==> src/rtl/mem_arbiter_pkg.sv <==
// mem_arbiter_pkg: state encoding and default limits shared by the memory arbiter files
package mem_arbiter_pkg;
    typedef enum logic [1:0] {
        ARB_IDLE   = 2'd0,
        ARB_BUSY_I = 2'd1,
        ARB_BUSY_D = 2'd2,
        ARB_DONE   = 2'd3
    } arb_state_e;
    localparam int ARB_STARVE_LIMIT = 4;
    localparam int ARB_TIMEOUT_CYC  = 255;
endpackage

==> src/rtl/mem_arb_timer.sv <==
// mem_arb_timer: bus wait counter with clear/enable and a timeout strobe
//   clk, rst_n : clock, async active-low reset
//   clr        : zero the counter (has priority over en)
//   en         : count one cycle of waiting
//   timeout    : high in the last allowed waiting cycle
module mem_arb_timer
    import mem_arbiter_pkg::*;
#(
    parameter int TIMEOUT_CYC = ARB_TIMEOUT_CYC
) (
    input  logic clk,
    input  logic rst_n,
    input  logic clr,
    input  logic en,
    output logic timeout
);
    localparam int W = $clog2(TIMEOUT_CYC + 1);
    logic [W-1:0] cnt;
    always_ff @(posedge clk or negedge rst_n) begin
        if (!rst_n) cnt <= '0;
        else cnt <= clr ? '0 : en ? cnt + W'(1) : cnt;
    end
    assign timeout = en & (cnt == W'(TIMEOUT_CYC - 1));
endmodule

==> src/rtl/mem_arbiter.sv <==
// mem_arbiter: shares one single-ported memory bus between instruction fetch and load/store
//   clk, rst_n           : clock, async active-low reset
//   if_ce_i/if_addr_i    : fetch request; if_data_o result, if_stallreq_o holds the pipeline
//   d_ce_i/d_we_i/d_sel_i/d_addr_i/d_wdata_i : data request; d_rdata_o result, d_stallreq_o stall
//   bus_req_o/we/sel/addr/wdata : registered bus request towards the slave
//   bus_rdata_i/bus_ack_i: slave response; bus_err_o pulses on a timeout abort
module mem_arbiter
    import mem_arbiter_pkg::*;
#(
    parameter int ADDR_W       = 32,
    parameter int DATA_W       = 32,
    parameter int STARVE_LIMIT = ARB_STARVE_LIMIT,
    parameter int TIMEOUT_CYC  = ARB_TIMEOUT_CYC
) (
    input  logic              clk,
    input  logic              rst_n,
    input  logic              if_ce_i,
    input  logic [ADDR_W-1:0] if_addr_i,
    output logic [DATA_W-1:0] if_data_o,
    output logic              if_stallreq_o,
    input  logic              d_ce_i,
    input  logic              d_we_i,
    input  logic [3:0]        d_sel_i,
    input  logic [ADDR_W-1:0] d_addr_i,
    input  logic [DATA_W-1:0] d_wdata_i,
    output logic [DATA_W-1:0] d_rdata_o,
    output logic              d_stallreq_o,
    output logic              bus_req_o,
    output logic              bus_we_o,
    output logic [3:0]        bus_sel_o,
    output logic [ADDR_W-1:0] bus_addr_o,
    output logic [DATA_W-1:0] bus_wdata_o,
    input  logic [DATA_W-1:0] bus_rdata_i,
    input  logic              bus_ack_i,
    output logic              bus_err_o
);
    localparam int SW = $clog2(STARVE_LIMIT + 1);
    arb_state_e state, state_nxt;
    logic [SW-1:0] starve;
    logic busy, fin, timeout, grant_d, grant_i, if_done, d_done;
    assign busy = (state == ARB_BUSY_I) || (state == ARB_BUSY_D);
    mem_arb_timer #(.TIMEOUT_CYC(TIMEOUT_CYC)) u_timer (
        .clk     (clk),
        .rst_n   (rst_n),
        .clr     (~busy),
        .en      (busy),
        .timeout (timeout)
    );
    always_ff @(posedge clk or negedge rst_n) begin
        if (!rst_n) state <= ARB_IDLE;
        else state <= state_nxt;
    end
    always_comb begin
        state_nxt = (state == ARB_IDLE) ? (grant_d ? ARB_BUSY_D : grant_i ? ARB_BUSY_I : ARB_IDLE) :
                    busy ? (fin ? ARB_DONE : state) : ARB_IDLE;
    end
    // Data wins ties unless fetch has been passed over STARVE_LIMIT times in a row.
    always_comb begin
        grant_d       = (state == ARB_IDLE) & d_ce_i & (~if_ce_i | (starve < SW'(STARVE_LIMIT)));
        grant_i       = (state == ARB_IDLE) & ~grant_d & if_ce_i;
        fin           = busy & (bus_ack_i | timeout);
        if_stallreq_o = if_ce_i & ~if_done;
        d_stallreq_o  = d_ce_i & ~d_done;
    end
    always_ff @(posedge clk or negedge rst_n) begin
        if (!rst_n) begin
            bus_req_o   <= 1'b0;
            bus_we_o    <= 1'b0;
            bus_sel_o   <= 4'h0;
            bus_addr_o  <= '0;
            bus_wdata_o <= '0;
            bus_err_o   <= 1'b0;
            if_data_o   <= '0;
            d_rdata_o   <= '0;
            if_done     <= 1'b0;
            d_done      <= 1'b0;
            starve      <= '0;
        end else begin
            bus_err_o <= fin & ~bus_ack_i;
            if_done   <= fin & (state == ARB_BUSY_I);
            d_done    <= fin & (state == ARB_BUSY_D);
            if (grant_d) begin
                bus_req_o   <= 1'b1;
                bus_we_o    <= d_we_i;
                bus_sel_o   <= d_sel_i;
                bus_addr_o  <= d_addr_i;
                bus_wdata_o <= d_wdata_i;
                starve      <= starve + SW'(if_ce_i);
            end else if (grant_i) begin
                bus_req_o   <= 1'b1;
                bus_we_o    <= 1'b0;
                bus_sel_o   <= 4'hF;
                bus_addr_o  <= if_addr_i;
                bus_wdata_o <= '0;
                starve      <= '0;
            end
            // An ack in the timeout cycle still counts as a normal completion.
            if (fin) begin
                bus_req_o <= 1'b0;
                if (state == ARB_BUSY_I) if_data_o <= bus_ack_i ? bus_rdata_i : '0;
                else if (!bus_ack_i || !bus_we_o) d_rdata_o <= bus_ack_i ? bus_rdata_i : '0;
            end
        end
    end
endmodule
==> config.mk <==
export PLATFORM = sky130hd
export DESIGN_NAME = mem_arbiter
export DESIGN_NICKNAME = d
export VERILOG_FILES = /design/src/rtl/mem_arbiter_pkg.sv /design/src/rtl/mem_arb_timer.sv /design/src/rtl/mem_arbiter.sv
export SDC_FILE = /design/constraint.sdc
export NUM_CORES = 1
export LEC_CHECK = 0
export ABC_AREA = 0
export CAP_MARGIN = 15
export CORE_UTILIZATION = 43
export CTS_CLUSTER_SIZE = 24
export DETAILED_ROUTE_END_ITERATION = 6
export PLACE_DENSITY = 0.87
export SLEW_MARGIN = 20
export SYNTH_ARGS = -nofsm -noshare
export SYNTH_HDL_FRONTEND = slang
export SYNTH_SLANG_ARGS = --single-unit
==> constraint.sdc <==
create_clock -name clk -period 2 [get_ports clk]
set_clock_uncertainty 0.05 [all_clocks]
set_input_delay 0.5 -clock clk [delete_from_list [all_inputs] [get_ports clk]]
set_output_delay 0.5 -clock clk [all_outputs]
set_load 0.05 [all_outputs]
==> reports/summary.txt, run 1 <==
YOSYS
----------------------------------------------------------------------------------------
Sequential-to-total area share from yosys stat ............................       0.5639
Asr flop ratio synth ......................................................        1.000
Simple-gate share of the synthesized area .................................       0.1085
Multiplexer area fraction after synthesis .................................            0
Dominant combinational cell family by area after synthesis ................ compound AO/OA/AOI/OAI gates
Synth Area in Compound Gates ..............................................       0.2511
Number of warnings reported in the yosys synthesis log ....................            0
XOR/XNOR share of the synthesized area ....................................     0.003947
Total of flip-flops plus latches after synthesis ..........................          150
Adder and majority gate portion of the synthesized area ...................      0.01316
Mapped Avg Cell Area ......................................................    11.08 µm²
Main flop type after synthesis ............................................ sky130_fd_sc_hd__dfrtp_1
Cell count after synthesis ................................................          601
Post-synthesis instance area .............................................. 0.006656 mm²
Synthesized Nets ..........................................................          746
Number of enable-type register cells in the synthesized netlist ...........            0
Number of distinct library cells after synthesis ..........................           37

STA
----------------------------------------------------------------------------------------
Least-Margin Pin Slew .....................................................    0.3905 ns
Maximum frequency from static timing analysis .............................   0.5151 GHz
Final critical path time including I/O delays and setup ...................     1.941 ns
Total count of hold-check failures in the final report ....................            0
Portion of the clock cycle consumed by the worst path in the final layout .       0.9706
Post-Route Hold Slack .....................................................    0.3704 ns
Pins over their slew limit ................................................            0
Worst slew margin relative to its limit ...................................       0.7397
Setup total negative slack ................................................         0 ns
Final setup violation count ...............................................            0

PLACED DESIGN
----------------------------------------------------------------------------------------
PortBufs ..................................................................          274
RD Place Congestion .......................................................       0.7965
Post-DP HPWL ..............................................................     14170 µm

SETUP PATH
----------------------------------------------------------------------------------------
List of cells traversed by the critical path .............................. clkdlybuf4s50_1, inv_1, nor2_2, buf_12
Slowest cell on crit path ................................................. sky130_fd_sc_hd__clkdlybuf4s50_1
Peak fanout along the critical path .......................................            3
Number of buffer and inverter stages on the critical path .................            3
Crit path largest cell delay ..............................................      0.50 ns
CP arrival ................................................................      1.39 ns
Category of the worst setup path launch point .............................   input port
Setup Crit Path Kind ...................................................... input port to output port
Kind of end point of the critical path ....................................  output port
Dominant delay contributor by cell family on the critical path ............ buffers and inverters
Worst Path Required .......................................................      1.45 ns

CELLS AND AREA
----------------------------------------------------------------------------------------
Synthesis-to-finish area growth ...........................................       50.17%
Antenna fix cells .........................................................            0
Final Core Density ........................................................       0.6600
Fraction of final layout cells sized beyond drive strength 1 ..............       0.2489
Layout filler cell count ..................................................         1138
Leading cell type in the layout, fill and taps excluded ................... sky130_fd_sc_hd__buf_4
Total Nets Final ..........................................................         1020
Most used cells in the layout excluding fill and tap cells ................ sky130_fd_sc_hd__buf_4, sky130_fd_sc_hd__dfrtp_1, sky130_fd_sc_hd__clkdlybuf4s50_1, sky130_fd_sc_hd__o21ai_0, sky130_fd_sc_hd__nand2b_1

GRT
----------------------------------------------------------------------------------------
Via count of the first global-routing pass ................................         6039
Overflow left after global routing ........................................            0
First-pass GRT wire length ................................................     33040 µm
Antenna violations before repair ..........................................            0
Global routing usage summed across all routing layers .....................       0.2665
Maximum number of pins on one net before global-route repair ..............           59

DIE
----------------------------------------------------------------------------------------
Die H .....................................................................     126.4 µm
IO Count ..................................................................          275
Total core area ...........................................................  0.01515 mm²
Die W .....................................................................     126.4 µm
Die area ..................................................................  0.01598 mm²
Starting density of the core ..............................................       0.4395
Standard-cell row count ...................................................           45

CLOCKING
----------------------------------------------------------------------------------------
Number of sinks on the clock net ..........................................          150
CTS clk-pin slew, worst paths .............................................      0.06 ns
TritonCTS clock tree ......................................................        built
Insertion delay of the later-clocked pin in the worst-skew pair ...........      0.42 ns
Cts bufs inserted .........................................................           17
Max clock buf depth .......................................................            2
Root buf cell ............................................................. sky130_fd_sc_hd__clkbuf_16
H-tree level count ........................................................            4

ROUTING
----------------------------------------------------------------------------------------
Drc violations ............................................................            0
Total vias in the final route .............................................         5973
Number of DRC markers after the initial detailed-route iteration ..........          374
Final wirelength ..........................................................     20730 µm
Final routed wire length divided by cell count ............................     19.26 µm
Vias per cell .............................................................        5.551
Number of detailed-route iterations in the first pass .....................            5
Final antenna-violating net count .........................................            0

POWER AND IR DROP
----------------------------------------------------------------------------------------
IR drop worst, VDD ........................................................     1.144 mV
Total power per unit cell area ............................................  2017 mW/mm²
Power consumption .........................................................     20.16 mW
Static leakage ............................................................     4.461 nW

WORST HOLD PATH
----------------------------------------------------------------------------------------
Tightest Hold Check Type .................................................. input port to register

RUN STATUS
----------------------------------------------------------------------------------------
Status .................................................................... finished, final reports clean

JOB
----------------------------------------------------------------------------------------
Max-cap check violation count .............................................            0

## Yosys cell counts, types with 2 or more instances
library cell / n / area (µm²)
sky130_fd_sc_hd__nor2b_1: 4 / 25.02
sky130_fd_sc_hd__and2_1: 5 / 31.28
sky130_fd_sc_hd__o221a_2: 12 / 135.1
sky130_fd_sc_hd__ha_1: 7 / 87.58
sky130_fd_sc_hd__nor2_1: 2 / 7.510
sky130_fd_sc_hd__a22oi_1: 34 / 255.2
sky130_fd_sc_hd__dfrtp_1: 150 / 3754
sky130_fd_sc_hd__o211ai_1: 4 / 30.03
sky130_fd_sc_hd__o221a_1: 20 / 225.2
sky130_fd_sc_hd__nand2_1: 37 / 138.9
sky130_fd_sc_hd__or2_1: 2 / 12.51
sky130_fd_sc_hd__o21ai_0: 71 / 355.3
sky130_fd_sc_hd__or3_1: 3 / 18.77
sky130_fd_sc_hd__buf_6: 3 / 33.78
sky130_fd_sc_hd__o221ai_1: 32 / 280.3
sky130_fd_sc_hd__buf_2: 22 / 110.1
sky130_fd_sc_hd__nand3_1: 4 / 20.02
sky130_fd_sc_hd__a22o_1: 35 / 306.5
sky130_fd_sc_hd__clkbuf_1: 24 / 90.09
sky130_fd_sc_hd__xnor2_1: 2 / 17.52
sky130_fd_sc_hd__a21boi_0: 4 / 30.03
sky130_fd_sc_hd__nand2b_1: 66 / 412.9
sky130_fd_sc_hd__nor3_1: 2 / 10.01
sky130_fd_sc_hd__inv_1: 43 / 161.4
## layer usage
| metal | GRT usage | wire, µm | up-vias |
|---|---|---|---|
| met5 | 0 | 0 | - |
| met4 | 0.09001 | 435 | 0 |
| met3 | 0.09068 | 1908 | 28 |
| met2 | 0.4387 | 10150 | 284 |
| met1 | 0.3283 | 8237 | 2924 |
| li1 | - | - | 2737 |
## registers in the layout, indices dropped and copies added (netlist names)
register and cells:
bus_addr_o 32, bus_wdata_o 32, d_rdata_o 32, if_data_o 32
u_timer.cnt 8, bus_sel_o 4, starve 3, state 2
bus_err_o 1, bus_req_o 1, bus_we_o 1, d_done 1
if_done 1
## kinds of logic after synthesis
logic type / Yosys count
adder cells (fa/ha/maj): 7
flip-flops: 150
buffers and inverters: 92
AO/OA/AOI/OAI: 218
XOR/XNOR: 3
AND/OR/NAND/NOR: 131
## power by group
part	internal, mW	leakage, nW	switching (mW)
combinational	3.96	2.50	7.61
clock	1.74	0.266	1.37
sequential	4.45	1.70	1.03
total	10.1	4.46	10.0
## worst paths after layout
kind / from / end / slack [ns] / cells past startpoint
max reg2reg: state[0] / d_rdata_o[27] / 0.15 / 6
max in group asynchronous: rst_n / bus_wdata_o[23] / 0.75 / 3
min: bus_ack_i / bus_err_o / 0.37 / 2
max: d_ce_i / d_stallreq_o / 0.06 / 4
min in group asynchronous: rst_n / d_rdata_o[26] / 0.50 / 2
min reg2reg: bus_wdata_o[31] / bus_wdata_o[31] / 0.45 / 1
## layout make-up
class | count | area [µm²] | share of cell area
clock buffer | 17 | 425.4 | 0.04256
sequential | 150 | 3754 | 0.3755
tap | 188 | 235.2 | 0.02353
multi-input combinational | 359 | 2534 | 0.2535
clock inverter | 15 | 147.6 | 0.01477
timing repair buffer | 304 | 2739 | 0.2740
inverter | 43 | 161.4 | 0.01615
## worst register-to-register path, cell delays in order (launching register included)
cell and delay [ns]:
sky130_fd_sc_hd__dfrtp_1 0.38, sky130_fd_sc_hd__inv_1 0.08, sky130_fd_sc_hd__ha_2 0.39, sky130_fd_sc_hd__nand4_1 0.21, sky130_fd_sc_hd__o21bai_4 0.23, sky130_fd_sc_hd__buf_4 0.22, sky130_fd_sc_hd__o221ai_1 0.14
## through the flow
stage	instances	instance area, µm²	worst slack, ns
after CTS	1076	9982	0.05294
after global routing	1076	9996	-0.001906
final	1076	9996	0.05880
after detailed placement	1043	9398	-0.2132
after global placement	1043	9398	-0.1545
after floorplan	601	6656	0.2426
## repair_timing
item	in CTS	in global routing
pin swaps	0	1
hold endpoints to repair	35	0
setup buffers	0	0
cloned	0	0
hold buffers	1	0
resized for setup	2	4
endpoints found under the setup margin	2	31
Note: power is estimated with default switching activity, not from simulation.
==> run 2, diff against run 1 <==
- CORE_UTILIZATION: 43 -> 38
- PLACE_DENSITY: 0.87 -> 0.83
- SYNTH_HIERARCHICAL: unset -> 1
- clock period: 2 -> 1.6 ns (I/O delays scaled with it)
==> run 2 against run 1 <==
Compared with the run above:
- the flow now finishes with violations (negative setup slack)
- first-iteration DRC count grew 36%
- die area grew 8.3%
- sequential cell count is the same
- sequential share of layout area shrank 7.3 points
- combinational power grew 55%
- routed wire length grew 17%
- clock-buffer cell count grew 3
- total power grew 46%
- utilization grew 9.4 points
- hold slack gained 0.060 ns
- final cell count grew 5.9%
==> reports/summary.txt, run 2 <==
SETUP PATH
----------------------------------------------------------------------------------------
Critical R2R Capture ...................................................... d_rdata_o[31]
Crit path largest cell delay ..............................................      0.40 ns
Number of cells traversed by the worst register-to-register path ..........            8
Peak fanout along the critical path .......................................            8
Slowest cell on crit path ................................................. sky130_fd_sc_hd__a211o_4
Kind of end point of the critical path ....................................     register
Setup Crit Path Kind ...................................................... register to register
Category of the worst setup path launch point .............................     register
Launch instance of the worst register-to-register path ....................     state[1]
List of cells traversed by the critical path .............................. inv_2, ha_4, nand4_1, nor2_2, o21ai_2, a211o_4, buf_16, mux2i_2
Worst Path Required .......................................................      1.85 ns
CP arrival ................................................................      2.32 ns
Worst setup slack for register-to-register paths ..........................     -0.47 ns

STA
----------------------------------------------------------------------------------------
Final critical path time including I/O delays and setup ...................     2.068 ns
Portion of the clock cycle consumed by the worst path in the final layout .        1.292
Pins over their slew limit ................................................            0
Total count of hold-check failures in the final report ....................            0
Final Worst Setup Slack ...................................................   -0.4675 ns
RSZ-0062 raised after global routing ......................................          yes
Least-Margin Pin Slew .....................................................    0.3972 ns
Final setup violation count ...............................................           75
Maximum frequency from static timing analysis .............................   0.4837 GHz
Worst slew margin relative to its limit ...................................       0.7352

DIE
----------------------------------------------------------------------------------------
Total core area ...........................................................  0.01647 mm²
IO Count ..................................................................          275
Starting density of the core ..............................................       0.3875
Die area ..................................................................  0.01731 mm²
Die W .....................................................................     131.6 µm
Standard-cell row count ...................................................           47
Die H .....................................................................     131.6 µm

YOSYS
----------------------------------------------------------------------------------------
Mapped Avg Cell Area ......................................................    10.95 µm²
Synth Area in Compound Gates ..............................................       0.1935
Multiplexer area fraction after synthesis .................................      0.06431
Post-synthesis instance area .............................................. 0.006381 mm²
XOR/XNOR share of the synthesized area ....................................     0.005490
Adder and majority gate portion of the synthesized area ...................      0.01373
Asr flop ratio synth ......................................................        1.000
Most common cell in the synthesized netlist ............................... sky130_fd_sc_hd__dfrtp_1
Dominant combinational cell family by area after synthesis ................ compound AO/OA/AOI/OAI gates
Number of warnings reported in the yosys synthesis log ....................            6
Share of the synthesized area in the top cell type ........................       0.5882
Cell types with the largest area share after synthesis .................... sky130_fd_sc_hd__dfrtp_1, sky130_fd_sc_hd__o21ai_0, sky130_fd_sc_hd__a22o_1
Synthesized Nets ..........................................................          728
Post-synth top cells ...................................................... sky130_fd_sc_hd__dfrtp_1, sky130_fd_sc_hd__o21ai_0, sky130_fd_sc_hd__nand2_1, sky130_fd_sc_hd__nor2_1, sky130_fd_sc_hd__a22o_1
Number of distinct library cells after synthesis ..........................           38
Number of enable-type register cells in the synthesized netlist ...........            0
Yosys top cell by area .................................................... sky130_fd_sc_hd__dfrtp_1
Total of flip-flops plus latches after synthesis ..........................          150
Cell count after synthesis ................................................          583
Simple-gate share of the synthesized area .................................      0.07902
Main flop type after synthesis ............................................ sky130_fd_sc_hd__dfrtp_1
Sequential-to-total area share from yosys stat ............................       0.5882

ROUTING
----------------------------------------------------------------------------------------
Final antenna-violating net count .........................................            0
Total vias in the final route .............................................         6288
Number of DRC markers after the initial detailed-route iteration ..........          508
Vias per cell .............................................................        5.521
Final routed wire length divided by cell count ............................     21.29 µm
Final wirelength ..........................................................     24250 µm
Drc violations ............................................................            0
Number of detailed-route iterations in the first pass .....................            6

RUN STATUS
----------------------------------------------------------------------------------------
Violated checks ........................................................... negative setup slack
Status .................................................................... finished, violations left

PLACED DESIGN
----------------------------------------------------------------------------------------
PortBufs ..................................................................          274
Post-DP HPWL ..............................................................     14780 µm
RD Place Congestion .......................................................       0.7935
Cell area after placement .................................................  0.01113 mm²

CLOCKING
----------------------------------------------------------------------------------------
TritonCTS clock tree ......................................................        built
Root buf cell ............................................................. sky130_fd_sc_hd__clkbuf_16
Cts bufs inserted .........................................................           17
CTS clk-pin slew, worst paths .............................................      0.06 ns
Number of sinks on the clock net ..........................................          150
H-tree level count ........................................................            4
Max clock buf depth .......................................................            2
Insertion delay of the later-clocked pin in the worst-skew pair ...........      0.41 ns

CELLS AND AREA
----------------------------------------------------------------------------------------
Area of the multi-input gates ............................................. 0.002541 mm²
Antenna fix cells .........................................................            0
Layout filler cell count ..................................................          960
Leading cell type in the layout, fill and taps excluded ................... sky130_fd_sc_hd__buf_12
Most used cells in the layout excluding fill and tap cells ................ sky130_fd_sc_hd__buf_12, sky130_fd_sc_hd__dfrtp_1, sky130_fd_sc_hd__clkdlybuf4s50_1, sky130_fd_sc_hd__buf_4, sky130_fd_sc_hd__nand2_1
Synthesis-to-finish area growth ...........................................       94.51%
Final Core Density ........................................................       0.7538
Storage cell area ......................................................... 0.003754 mm²
Total Nets Final ..........................................................         1052
Fraction of final layout cells sized beyond drive strength 1 ..............       0.3439
Finished Cell Area ........................................................  0.01241 mm²

POWER AND IR DROP
----------------------------------------------------------------------------------------
Share of total power in sequential cells ..................................        0.243
Switching Fraction ........................................................       0.4291
Total power per unit cell area ............................................  2369 mW/mm²
Static leakage ............................................................     5.567 nW
IR drop worst, VDD ........................................................     1.179 mV
Proportion of power drawn by combinational gates ..........................        0.613
Clock network fraction of total power .....................................        0.144
Cell-internal power .......................................................     16.79 mW
Net switching power .......................................................     12.62 mW

JOB
----------------------------------------------------------------------------------------
Max-cap check violation count .............................................            0

GRT
----------------------------------------------------------------------------------------
Via count of the first global-routing pass ................................         6384
Overflow left after global routing ........................................            0
First-pass GRT wire length ................................................     34490 µm
Global routing usage summed across all routing layers .....................       0.2554
Antenna violations before repair ..........................................            0
Maximum number of pins on one net before global-route repair ..............           39

WORST HOLD PATH
----------------------------------------------------------------------------------------
Tightest Hold Check Type .................................................. input port to async pin

==> run 2: metrics by stage <==
step / setup slack [ns] / std cells / hold WS (ns) / power (mW) / setup TNS [ns]
2_1_floorplan: -0.5637 / 583 / 0.05441 / 14.68 / -23.54
3_3_place_gp: -0.5600 / 1077 / 0.2819 / 23.05 / -56.52
3_5_place_dp: -0.6273 / 1077 / 0.2781 / 23.43 / -61.57
4_1_cts: -0.3143 / 1121 / 0.4169 / 28.33 / -16.39
5_1_grt: -0.5294 / 1139 / 0.4419 / 30.38 / -29.11
6_report: -0.4675 / 1139 / 0.4302 / 29.40 / -23.63
==> run 2: cells by family after synthesis <==
| logic type | count (synthesis) |
|---|---|
| mux | 38 |
| buf+inv | 86 |
| xor+xnor | 4 |
| fa+ha+maj | 7 |
| flops | 150 |
| compound gates | 180 |
| simple gates | 118 |
==> run 2: power by group through the flow <==
| stage | sequential (mW) | clock (mW) | combinational (mW) |
|---|---|---|---|
| 2_1_floorplan | 11.3 | 0 | 3.40 |
| 4_1_cts | 7.09 | 4.29 | 16.9 |
| 6_report | 7.14 | 4.25 | 18.0 |
| 3_5_place_dp | 7.11 | 0 | 16.3 |
| 3_3_place_gp | 7.02 | 0 | 16.0 |
| 5_1_grt | 7.30 | 4.49 | 18.6 |
==> run 2: worst max-delay path by stage <==
stage | cells past startpoint | to | startpoint | slack, ns
global placement | 4 | bus_wdata_o[14] | if_ce_i | -0.56
global route | 8 | d_rdata_o[31] | state[1] | -0.53
finish | 8 | d_rdata_o[31] | state[1] | -0.47
CTS | 8 | d_rdata_o[26] | state[1] | -0.31
floorplan | 10 | d_rdata_o[2] | state[0] | -0.56
detailed placement | 4 | bus_wdata_o[14] | if_ce_i | -0.63
==> run 2: cell type report <==
type / count / share of cell area
Inverter: 35 / 0.01099
Clock buffer: 20 / 0.03599
Multi-Input combinational cell: 349 / 0.2047
Clock inverter: 11 / 0.01401
Timing Repair Buffer: 354 / 0.4097
Sequential cell: 150 / 0.3024
Tap cell: 220 / 0.02218
==> run 2: routing by layer <==
metal	vias to the layer above	GRT usage	wire length (µm)
met1	3142	0.2996	9307
met4	0	0.1415	1155
met3	82	0.05671	1501
li1	2745	-	-
met2	319	0.4330	12280
met5	-	0	0
==> run 2: critical path: cells and delay by family, from the launching register on <==
family / cells / cell delay [ns]
simple gates: 2 / 0.28
mux: 1 / 0.26
flops: 1 / 0.37
compound gates: 2 / 0.49
buf+inv: 2 / 0.26
fa+ha+maj: 1 / 0.26
==> run 2: repair_timing <==
item,in CTS,in global routing
gates cloned,5,6
hold buffers,1,0
endpoints found under the hold margin,31,0
pin swaps,7,14
setup endpoints to repair,114,125
gates resized for setup,23,81
buffers inserted,7,13
==> patch 1: new RTL, flow settings as in run 2 <==
Encoding of `arb_state_e`: now one-hot (4 bits for 4 states).
--- a/src/rtl/mem_arbiter_pkg.sv
+++ b/src/rtl/mem_arbiter_pkg.sv
@@ -2,7 +2,7 @@
 package mem_arbiter_pkg;
-    typedef enum logic [1:0] {
-        ARB_IDLE   = 2'd0,
-        ARB_BUSY_I = 2'd1,
-        ARB_BUSY_D = 2'd2,
-        ARB_DONE   = 2'd3
+    typedef enum logic [3:0] {
+        ARB_IDLE   = 4'b0001,
+        ARB_BUSY_I = 4'b0010,
+        ARB_BUSY_D = 4'b0100,
+        ARB_DONE   = 4'b1000
     } arb_state_e;
Formal check against the unedited RTL: same outputs for any inputs over 4 cycles, from zero or initial values and one cycle with rst_n low; so few cycles prove little.
==> patch 1 against run 2 <==
The flow still finishes with violations (setup timing). Wire length decreased by 6.9%. Die area down 6.6%. Setup slack improved by 0.091 ns. Global-route usage shrank 0.59 points. Area after synthesis down 6.7%. Design area is 3.4% lower. Non-clock buffer count decreased by 12. Count of clock-buffer cells in the layout increased by 2. Critical path depth down 1. Power down 1.2%. Sequential share of layout area increased by 1.5 points. Sequential cell count up 2.
==> patch 1: results (changes against run 2) <==
Outcome
  • Outcome: finished with violations
  • Failing checks: setup timing

Cells and area
  • Final net count: 892 (-15%)
  • Layout cells sized above 1: 0.387 (+0.0428)

Placed design
  • DPL Wire Length: 13.9 mm (-6.1%)
  • GP Congestion: 0.770 (-3.0%)

GRT
  • First-pass GRT wire length: 30.7 mm (-11%)
  • GR Util met1: 0.287 (-0.0122)
  • GR Util met2: 0.431 (-0.00247)
  • Vias in the first global route: 5,580 (-13%)

Setup path
  • Worst setup path endpoint: bus_wdata_o[0]
  • Reg2reg path depth: 7 (-1)
  • Crit path arrival time: 2.28 ns (-0.04 ns)

Logic synthesis
  • Cell variety after synth: 41 (+7.9%)
  • Largest cells by area after synthesis: dfrtp_1, a22o_1, o32ai_1
  • Synth top cells by count: dfrtp_1, a22o_1, o32ai_1
  • Syn Nets: 570 (-22%)

STA
  • Final worst slack: -0.376 ns (+0.0912 ns)
  • Final setup violation count: 141 (+88%)
  • Worst slew pin tran: 0.810 ns (+0.413 ns)

Route
  • Via count: 5,454 (-13%)
  • First-pass DRT Iterations: 4 (-2)
  • Iter 0 DRT Violations: 351 (-31%)
  • Drt total wl: 22.6 mm (-6.9%)

Hold path
  • Worst hold path type: input port to register

Pwr
  • Max IR drop VDD: 1.56 mV (+32%)
==> patch 1: changes by cell type after synthesis, moves of 26 or more <==
| cell | run 2 | this run |
|---|---|---|
| o21ai_0 | 63 | 5 |
| o32ai_1 | 0 | 33 |
| a22o_1 | 35 | 99 |
| o2111ai_1 | 32 | 0 |
| a2bb2oi_1 | 0 | 31 |
| nor2_1 | 41 | 11 |
| mux2i_1 | 26 | 0 |
| inv_1 | 34 | 3 |
| nand2_1 | 57 | 4 |
| a31oi_1 | 32 | 0 |
==> patch 1: per-stage QoR <==
step            util  total power, mW  cell area (um2)  std cells  TNS (ns)
5_1_grt        0.786             29.9            12000        974    -51.18
3_3_place_gp   0.696             22.6            10600        910    -52.07
4_1_cts        0.744             27.2            11300        950    -34.33
3_5_place_dp   0.696             23.0            10600        910    -46.88
2_1_floorplan      -             14.4             6060        428    -32.01
6_report       0.786             29.0            12000        974    -40.53
==> patch 1: what timing repair did <==
action,CTS,global route
setup endpoints to repair,142,147
endpoints found under the hold margin,33,0
resized for setup,18,48
pin swaps,8,19
hold buffers,1,0
gates cloned,1,17
setup buffers,6,10
==> patch 1: worst min-delay path by stage <==
stage / startpoint / endpoint / slack (ns)
global route: if_ce_i / state[1] / 0.38
global placement: rst_n / bus_wdata_o[7] / 0.27
CTS: rst_n / bus_wdata_o[0] / 0.39
detailed placement: rst_n / bus_wdata_o[0] / 0.28
finish: if_ce_i / state[1] / 0.38
floorplan: rst_n / bus_addr_o[0] / 0.05
==> patch 1: area by class of cell <==
class,count,area share
sequential,152,0.318
timing repair buffer,342,0.423
clock inverter,10,0.0101
multi-input combinational,233,0.188
clock buffer,22,0.0379
tap,211,0.0220
inverter,4,0.00146
==> patch 1: kinds of logic (layout without fill, tap and decap cells) <==
kind of cell             after synthesis  after routing  share of synthesized area
AND/OR/NAND/NOR                       41             42                     0.0473
flip-flops                           152            152                      0.639
buffers and inverters                 44            378                     0.0359
AO/OA/AOI/OAI                        183            183                      0.263
adder cells (fa/ha/maj)                4              4                    0.00841
XOR/XNOR                               4              4                    0.00589
==> patch 1: worst max-delay path, cell delays in order (launching register included) <==
cell	delay (ns)
dfrtp_2	0.44
buf_6	0.13
or4b_4	0.57
buf_12	0.16
nor2_4	0.11
buf_12	0.16
clkbuf_16	0.15
a22o_1	0.13
==> patch 1: where the power goes <==
part / internal, mW / leakage (nW) / switching, mW
clock network: 2.35 / 0.279 / 1.61
registers: 5.42 / 1.89 / 1.91
logic: 9.21 / 3.03 / 8.54
total: 17.0 / 5.19 / 12.1
==> patch 1: layer usage <==
metal	routed length (um)	vias up
li1	-	2342
met1	8490	2787
met2	11800	279
met3	1710	46
met4	571	0
met5	0	-
==> patch 2: new RTL, flow settings as in run 2 <==
Made on the original files. Set the parameter `ADDR_W` to 64 (it was 32).
--- a/src/rtl/mem_arbiter.sv
+++ b/src/rtl/mem_arbiter.sv
@@ -9,3 +9,3 @@
 #(
-    parameter int ADDR_W       = 32,
+    parameter int ADDR_W       = 64,
     parameter int DATA_W       = 32,
Ports: changed (resized bus_addr_o, d_addr_i and if_addr_i); port bits go from 275 to 371. The function was not compared with the original's and may differ.
==> patch 2 against run 2 <==
The run still ends with setup timing left. Core utilization is 1.3 points higher. Sequential cell count is 32 higher. Wire length is 34% higher. Power is 26% higher. Design area is 27% higher. Setup slack better by 0.049 ns. Non-clock buffer count is 114 higher. Clock power is 4.9% higher. Critical path depth is 1 higher. Area after synthesis is 26% higher.
==> patch 2: results (changes against run 2) <==
Outcome
  • Outcome: finished with violations
  • Failing checks: setup timing

GRT
  • GR Util All Layers: 0.275 (+0.0194)
  • First-pass GRT wire length: 46.2 mm (+34%)

Logic synthesis
  • Sequential cell area fraction in the yosys report: 0.565 (-0.0235)
  • Cell variety after synth: 38 (unchanged)
  • Syn Nets: 981 (+35%)
  • Largest cells by area after synthesis: dfrtp_1, o2111ai_1, o21ai_0
  • Post-Syn Instances: 772 (+32%)

STA
  • Final worst slack: -0.418 ns (+0.0494 ns)
  • Hold slack: 0.400 ns (-0.0298 ns)
  • Setup Total Neg Slack: -21.29 ns (+2.34 ns)
  • Worst slew pin tran: 0.513 ns (+0.116 ns)
  • Final setup violation count: 85 (+13%)

Placed design
  • GP Congestion: 0.921 (+16%)
  • DPL Wire Length: 21.3 mm (+44%)
  • Placed Instances: 1,401 (+30%)
  • Dpl cell area: 14,200 um2 (+28%)
  • Place WS: -0.474 ns (+0.153 ns)
  • I/O Buffers: 370 (+35%)

Cells and area
  • Non-Filler Instances: 1,464 (+29%)
  • Clock buf count: 18 (-10%)
  • Layout cells sized above 1: 0.323 (-0.0209)
  • Multi-input combinational area share: 0.220 (+0.0149)
  • N_diodes: 2 (+2)
  • Seq area share: 0.290 (-0.0126)
  • Clock buf/inv share: 0.0394 (-0.0106)
  • Repair and plain buffers: 468 (+32%)
  • FFs & Latches: 182 (+21%)
  • Buffering overhead: 0.421 (+0.0111)
  • Filler cells: 1,200 (+25%)

Route
  • First-pass DRT Iterations: 5 (-1)
  • Routed len/inst: 22.2 um (+4.1%)
  • Via count: 8,300 (+32%)

Setup path
  • Slowest cell on the critical path: dfrtp_1
  • Worst setup path endpoint: d_rdata_o[11]
  • Beginning of the critical path: state[0]
  • Critical path peak fanout: 5 (-3)
  • Reg2reg path depth: 9 (+1)
  • Max stage delay on crit path: 0.37 ns (-0.03 ns)
  • Reg-to-reg startpoint: state[0]

Die
  • Row count: 52 (+11%)

Pwr
  • Power Density: 2360 nW/um2 (-0.37%)
  • Clk pwr: 4.46 mW (+4.9%)
  • Max IR drop VDD: 1.43 mV (+22%)
  • Leakage power: 6.79 nW (+22%)
  • Sw Ratio: 0.446 (+0.0173)

Clock tree
  • H-tree levels: 4 (unchanged)
  • Post-CTS Repair Setup Buffers: 5 (-2)
  • PostCTS Resize Cnt: 14 (-39%)
## patch 2: changes by cell type in the layout (fill, tap and decap cells not counted), sizes merged, moves of 2 or more
cell,before,now
a31oi,32,64
buf,214,258
clkbuf,24,28
clkdlybuf4s50,134,198
clkinvlp,4,2
dfrtp,150,182
diode,0,2
inv,35,41
nor2,43,75
o2111ai,32,64
o21ai,65,97
## patch 2: cell families after synthesis
| family | count (synthesis) | share of synthesized area |
|---|---|---|
| compound gates | 276 | 0.233 |
| mux | 38 | 0.0509 |
| buf+inv | 115 | 0.0591 |
| fa+ha+maj | 7 | 0.0109 |
| flops | 182 | 0.565 |
| simple gates | 150 | 0.0774 |
| xor+xnor | 4 | 0.00435 |
## patch 2: per-layer routing
metal,GRT usage,share of wire,vias to the layer above
met5,0,0,-
met4,0.123,0.042,0
met3,0.0636,0.071,93
met2,0.475,0.52,453
met1,0.325,0.37,4115
li1,-,-,3639
